==> src/rtl/datamem_arbiter.sv <==
// Two-port arbiter and access sequencer for the single-ported datamem word RAM.
// Define DATAMEM_ARB_RR_EN for round-robin arbitration; fixed A-priority otherwise.
module datamem_arbiter #(
    parameter int unsigned ADDR_W = 32,
    parameter int unsigned DATA_W = 32
) (
    input  logic              clock,
    input  logic              reset_n,
    input  logic              a_req,
    input  logic              a_we,
    input  logic [ADDR_W-1:0] a_addr,
    input  logic [DATA_W-1:0] a_wdata,
    output logic              a_ack,
    output logic              a_err,
    output logic [DATA_W-1:0] a_rdata,
    input  logic              b_req,
    input  logic              b_we,
    input  logic [ADDR_W-1:0] b_addr,
    input  logic [DATA_W-1:0] b_wdata,
    output logic              b_ack,
    output logic              b_err,
    output logic [DATA_W-1:0] b_rdata,
    output logic [ADDR_W-1:0] mem_address,
    output logic [DATA_W-1:0] mem_writeData,
    output logic              mem_memWrite,
    output logic              mem_memRead,
    input  logic [DATA_W-1:0] mem_readData,
    output logic [1:0]        grant
);

    typedef enum logic [1:0] {StIdle, StAccess, StResp} state_e;

    state_e            state_q, state_d;
    logic [1:0]        grant_q, grant_d;
    logic [ADDR_W-1:0] mem_address_q, mem_address_d;
    logic [DATA_W-1:0] mem_write_data_q, mem_write_data_d;
    logic              mem_write_q, mem_write_d;
    logic              mem_read_q, mem_read_d;
    logic              a_ack_q, a_ack_d, a_err_q, a_err_d;
    logic              b_ack_q, b_ack_d, b_err_q, b_err_d;
    logic [DATA_W-1:0] a_rdata_q, a_rdata_d, b_rdata_q, b_rdata_d;

    logic              sel_a;
    logic              req_we;
    logic [ADDR_W-1:0] req_addr;
    logic [DATA_W-1:0] req_wdata;
    logic              req_aligned;
    logic [DATA_W-1:0] cap_data;

`ifdef DATAMEM_ARB_RR_EN
    logic last_q, last_d;  // 1 = B won the most recent arbitration

    always_comb sel_a = a_req & (~b_req | last_q);
`else
    always_comb sel_a = a_req;
`endif

    always_comb begin
        req_we      = sel_a ? a_we    : b_we;
        req_addr    = sel_a ? a_addr  : b_addr;
        req_wdata   = sel_a ? a_wdata : b_wdata;
        req_aligned = (req_addr[1:0] == 2'b00);
        // memRead is only high for aligned loads, so stores/misaligned capture 0
        cap_data    = mem_read_q ? mem_readData : '0;
    end

    always_comb begin
        state_d          = state_q;
        grant_d          = grant_q;
        mem_address_d    = '0;
        mem_write_data_d = '0;
        mem_write_d      = 1'b0;
        mem_read_d       = 1'b0;
        a_ack_d          = 1'b0;
        a_err_d          = 1'b0;
        b_ack_d          = 1'b0;
        b_err_d          = 1'b0;
        a_rdata_d        = a_rdata_q;
        b_rdata_d        = b_rdata_q;
`ifdef DATAMEM_ARB_RR_EN
        last_d           = last_q;
`endif
        unique case (state_q)
            StIdle: begin
                if (a_req || b_req) begin
                    state_d          = StAccess;
                    grant_d          = {~sel_a, sel_a};
                    mem_address_d    = req_addr;
                    mem_write_data_d = req_wdata;
                    mem_write_d      = req_we & req_aligned;
                    mem_read_d       = ~req_we & req_aligned;
`ifdef DATAMEM_ARB_RR_EN
                    last_d           = ~sel_a;
`endif
                end
            end
            StAccess: begin
                state_d = StResp;
                if (grant_q[0]) begin
                    a_ack_d   = 1'b1;
                    a_err_d   = |mem_address_q[1:0];
                    a_rdata_d = cap_data;
                end else begin
                    b_ack_d   = 1'b1;
                    b_err_d   = |mem_address_q[1:0];
                    b_rdata_d = cap_data;
                end
            end
            StResp: begin
                state_d = StIdle;
                grant_d = '0;
            end
            default: begin
                state_d = StIdle;
                grant_d = '0;
            end
        endcase
    end

    always_ff @(posedge clock or negedge reset_n) begin
        if (!reset_n) begin
            state_q          <= StIdle;
            grant_q          <= '0;
            mem_address_q    <= '0;
            mem_write_data_q <= '0;
            mem_write_q      <= 1'b0;
            mem_read_q       <= 1'b0;
            a_ack_q          <= 1'b0;
            a_err_q          <= 1'b0;
            b_ack_q          <= 1'b0;
            b_err_q          <= 1'b0;
            a_rdata_q        <= '0;
            b_rdata_q        <= '0;
`ifdef DATAMEM_ARB_RR_EN
            last_q           <= 1'b1;
`endif
        end else begin
            state_q          <= state_d;
            grant_q          <= grant_d;
            mem_address_q    <= mem_address_d;
            mem_write_data_q <= mem_write_data_d;
            mem_write_q      <= mem_write_d;
            mem_read_q       <= mem_read_d;
            a_ack_q          <= a_ack_d;
            a_err_q          <= a_err_d;
            b_ack_q          <= b_ack_d;
            b_err_q          <= b_err_d;
            a_rdata_q        <= a_rdata_d;
            b_rdata_q        <= b_rdata_d;
`ifdef DATAMEM_ARB_RR_EN
            last_q           <= last_d;
`endif
        end
    end

    assign grant         = grant_q;
    assign mem_address   = mem_address_q;
    assign mem_writeData = mem_write_data_q;
    assign mem_memWrite  = mem_write_q;
    assign mem_memRead   = mem_read_q;
    assign a_ack         = a_ack_q;
    assign a_err         = a_err_q;
    assign a_rdata       = a_rdata_q;
    assign b_ack         = b_ack_q;
    assign b_err         = b_err_q;
    assign b_rdata       = b_rdata_q;

endmodule

==> config.mk <==
export PLATFORM = sky130hd
export DESIGN_NAME = datamem_arbiter
export DESIGN_NICKNAME = d
export VERILOG_FILES = /design/src/rtl/datamem_arbiter.sv
export SDC_FILE = /design/constraint.sdc
export NUM_CORES = 1
export LEC_CHECK = 0
export CAP_MARGIN = 5
export CORE_UTILIZATION = 41
export CTS_CLUSTER_SIZE = 40
export DETAILED_ROUTE_END_ITERATION = 8
export PLACE_DENSITY = 0.86
export SYNTH_ARGS = -nofsm -noshare
export SYNTH_HDL_FRONTEND = slang
export SYNTH_SLANG_ARGS = --single-unit
==> constraint.sdc <==
create_clock -name clock -period 2.3 [get_ports clock]
set_input_delay 0.575 -clock clock [delete_from_list [all_inputs] [get_ports clock]]
set_output_delay 0.575 -clock clock [all_outputs]
set_load 0.05 [all_outputs]
# --- Word level (Yosys, flattened, before mapping) ---
# Index checks and enable logic that the tools add are counted.
totals:
  input_bits: 166
  reg_bits: 138
  out_inout_bits: 136
op_classes:
  n_eq_ne: 2
  bitwise_logic: 6
  muxes: 24
  n_reduce_logical: 7
ops:
  columns: ["op", "count"]
  rows:
  - ["$mux W32", 7]
  - ["$mux W1", 13]
  - ["$pmux W2 S2", 2]
  - ["$reduce_and A2 Y1", 3]
  - ["$logic_not A2 Y1", 2]
  - ["$mux W2", 2]
  - ["$not A1 Y1", 4]
  - ["$and A1 B1 Y1", 2]
  - ["$eq A2 B1 Y1 const B", 1]
  - ["$ne A2 B2 Y1 const B", 1]
  - ["$reduce_or A2 Y1", 1]
  - ["$logic_or A1 B1 Y1", 1]

# --- Longest topological paths before layout ---
logic_depth:
  depth_word: 5
  mapped_depth: 5
  mapped_depth_nobuf: 3

# --- Least setup slack after synthesis ---
# Ideal clock, no wire load.
synth_timing:
  kind: "register to register"
  from: "register grant_q[0], in the netlist grant[0]"
  to: "register b_rdata_q[0], in the netlist b_rdata[0]"
  path_slack_ns: 0.765
  path_stages_with_launch: 6
  required_ns: 2.178
  setup_time_ns: 0.122
  arrival_ns: 1.413
  path_buffers: 2
  path_cell_list: "dfrtp_1 -> or3b_4 -> buf_6 -> buf_6 -> nand2_1 -> o21ai_1"
synth_via:
  elab_chain_cells: 2
synth_rtl:
  columns: ["element", "line_no", "rtl"]
  rows:
  - ["from (decl)", "34", "logic [1:0] grant_q, grant_d;"]
  - ["from (signal assigned)", "139", "grant_q <= grant_d;"]
  - ["$not A1 Y1 (no source line)", null, null]
  - ["$reduce_and A2 Y1 (no source line)", null, null]
  - ["to (signal assigned)", "149", "b_rdata_q <= b_rdata_d;"]
  - ["to (decl)", "41", "logic [DATA_W-1:0] a_rdata_q, a_rdata_d, b_rdata_q, b_rdata_d;"]
# No other way between the ends.
# A chain may end at the register's enable or synchronous reset.

# --- Worst setup path in the final report ---
layout_timing:
  from: "register grant_q[0], in the netlist grant[0]"
  to: "output port grant[0]"
layout_lines:
  columns: ["element", "line_no", "rtl"]
  rows:
  - ["to (decl)", "28", "output logic [1:0] grant"]
# No word-level cell between the ends.

==> flow_summary.ini <==
[synth]
synthCells = 481
synth_simple_gate_area_share_pct = 12.68
synthTopCellsByCount = 138 x dfrtp_1, 96 x nand2_1, 70 x nor2_1, 65 x mux2i_1, 32 x o21ai_0
ys_types = 20
synthFlopType = dfrtp_1
synth_edf_count = 0
synth.avg_cell_area_um2 = 11.12
synth-compound-area-share_pct = 6.834
synth_top_area_cell = dfrtp_1
synth_area_leaders = dfrtp_1 65%, mux2i_1 12%, nand2_1 6.7%
yosys.cell_count.top_type = dfrtp_1
synthArstFlopShare_pct = 100.0
synthAdderAreaFrac_pct = 0
yosysTopAreaCellShare_pct = 64.59
ys_ff_latch = 138
synth_top_family_by_area = simple AND/OR/NAND/NOR gates
mappedNetlistArea_um2 = 5346
synth_warnings = 0
ys_seq_area_share_pct = 64.59
synth.area.mux_share_pct = 12.17
synth_xor_area_share_pct = 0
syn_nets = 647

[global_route]
antenna_found_initial = 0
grt_overflow_total = 0
grt_pass1_wl_mm = 23.86
grt_pass1_vias = 4721
gr-usage-all-layers_pct = 24.00
grt_max_degree = 68

[timing]
whs_ps = 125.0
worst_slew_pin_slew_ps = 790.6
period_minus_slack_ps = 2200
max_freq_mhz = 454.5
fin_worst_skew_ps = 6.915
slew_headroom_pct = 47.29
rsz0062_at_grt = false
finalSetupViolCount = 0
hold_viol_final = 0
min_period_over_period_pct = 95.67
finalSetupTns_ps = 0
drv_slew = 0

[cells_and_area]
drive_gt1_share_pct = 6.321
finalInstanceArea_um2 = 9145
num_antenna_cells = 0
nNetsFinal = 944
syn_to_final_growth_pct = 71.05

[drt]
wl_mm = 15.56
drtIter0Drc = 231
drc = 0
ant_nets = 0
via_count = 4611
avgViaCountPerCell = 4.788
firstDrtPassIters = 4
wl_per_cell_um = 16.16

[pwr]
ir_worst_vdd_uv = 654.3
p_per_area_nw_per_um2 = 1254
comb_power_share_pct = 45.5
p_sw_mw = 4.850
p_sw_share_pct = 42.28
power_mw = 11.47
p_int_mw = 6.621
p_leak_nw = 4.061
clkPwrFrac_pct = 24.9
pwr-share-seq_pct = 29.6

[worst_setup_path]
cp_max_fo = 4
crit_family = buffers and inverters
critPathMaxStageDelay_ps = 840
worst_setup_path_end_kind = output pin
critical_path_required_ps = 1730
critPathSlowestCell = clkdlybuf4s50_1
cp_num_buf_inv = 1
worstSetupPathType = reg2out
cp.arrival_ps = 1630
crit_chain = clkdlybuf4s50_1
startpoint_type = flop

[status]
outcome = complete, no violations

[clocking]
postCtsHoldBufs = 0
path_clk_slew_ps = 60
cts_setup_buffers = 0
cts_buffers = 17
clk_latency_ps = 410
cts_resized = 0
cts-root-buf = clkbuf_16
cts_tree = yes
h-tree-depth = 4
cts.sinks = 138
max-clock-path-buffers = 2

[die]
die_width_um = 116.2
initial_utilization_pct = 42.19
core_um2 = 12670
io_pins = 302
dieHeight_um = 116.2
die-area_um2 = 13500
rows = 41

[hold_path]
holdCritPathClass = in2async

[place]
place.gp.congestion = 0.7912
place_area_um2 = 8516
hpwl_mm = 11.39
port_buffers = 301

[job]
drv_cap = 0
final cells by class:
cell class / instances / area, um^2
Sequential cell: 138 / 3453
Multi-Input combinational cell: 307 / 1705
Inverter: 4 / 15.01
Clock inverter: 11 / 168.9
Fill cell: 880 / 3526
Clock buffer: 21 / 460.4
Tap cell: 172 / 215.2
Timing Repair Buffer: 310 / 3127
flip-flops by register name (all words and copies together) (netlist names):
| register | cells |
|---|---|
| grant | 2 |
| a_err | 1 |
| mem_memRead | 1 |
| b_rdata | 32 |
| mem_memWrite | 1 |
| a_ack | 1 |
| a_rdata | 32 |
| b_ack | 1 |
| mem_address | 32 |
| b_err | 1 |
| state_q | 2 |
| mem_writeData | 32 |
metrics by stage:
stage / std cells / utilization, % / worst slack (ps)
final: 963 / 72.17 / 99.58
after global routing: 963 / 72.17 / 44.27
after global placement: 931 / 67.21 / 510.0
after CTS: 963 / 72.17 / 62.35
after floorplan: 481 / - / 765.0
after detailed placement: 931 / 67.21 / 490.0
path summary, 6_finish.rpt:
check	start	slack, ps	to	cells past startpoint
min in group clock	b_rdata[26]	470	b_rdata[26]	2
max in group asynchronous	reset_n	1480	mem_address[23]	2
worst max register to register	state_q[1]	730	b_rdata[2]	3
worst min-delay path	reset_n	120	a_rdata[2]	1
worst min register to register	b_rdata[26]	470	b_rdata[26]	2
worst max-delay path	grant[0]	100	grant[0]	1
logic make-up (layout without fill, tap and decap cells):
group,after synthesis,in the layout
and+or+nand+nor,174,174
DFF,138,138
AOI/OAI and AO/OA,68,68
muxes,65,65
buffers and inverters,36,346
layout by cell type (no fill, tap or decap), types with 2 or more instances in the layout:
master	n
nor2b_1	2
a21oi_1	2
clkbuf_16	17
nor2_1	70
o21ai_1	26
bufinv_16	4
buf_12	4
nor3_1	2
clkinvlp_4	4
inv_1	4
o21ai_0	32
clkbuf_1	2
nand2_1	96
clkinv_2	2
dfrtp_1	138
buf_4	7
mux2i_1	65
clkdlybuf4s50_1	298
clkbuf_8	2
o21ai_2	6
per-layer routing:
metal | global-route usage, % | wire length, um | vias to the layer above
met3 | 7.680 | 1179 | 38
met4 | 12.91 | 554 | 0
li1 | - | - | 2170
met5 | 0 | 0 | -
met2 | 43.77 | 8392 | 214
met1 | 24.38 | 5438 | 2189
power by group through the flow:
stage | sequential [mW] | clock [mW] | combinational, mW
finish | 3.39 | 2.86 | 5.22
global route | 3.46 | 3.02 | 5.47
CTS | 3.40 | 2.91 | 5.26
detailed placement | 3.43 | 0 | 5.24
global placement | 3.39 | 0 | 5.17
floorplan | 5.72 | 0 | 0.992
No activity file was read; power rests on OpenSTA's default activity.
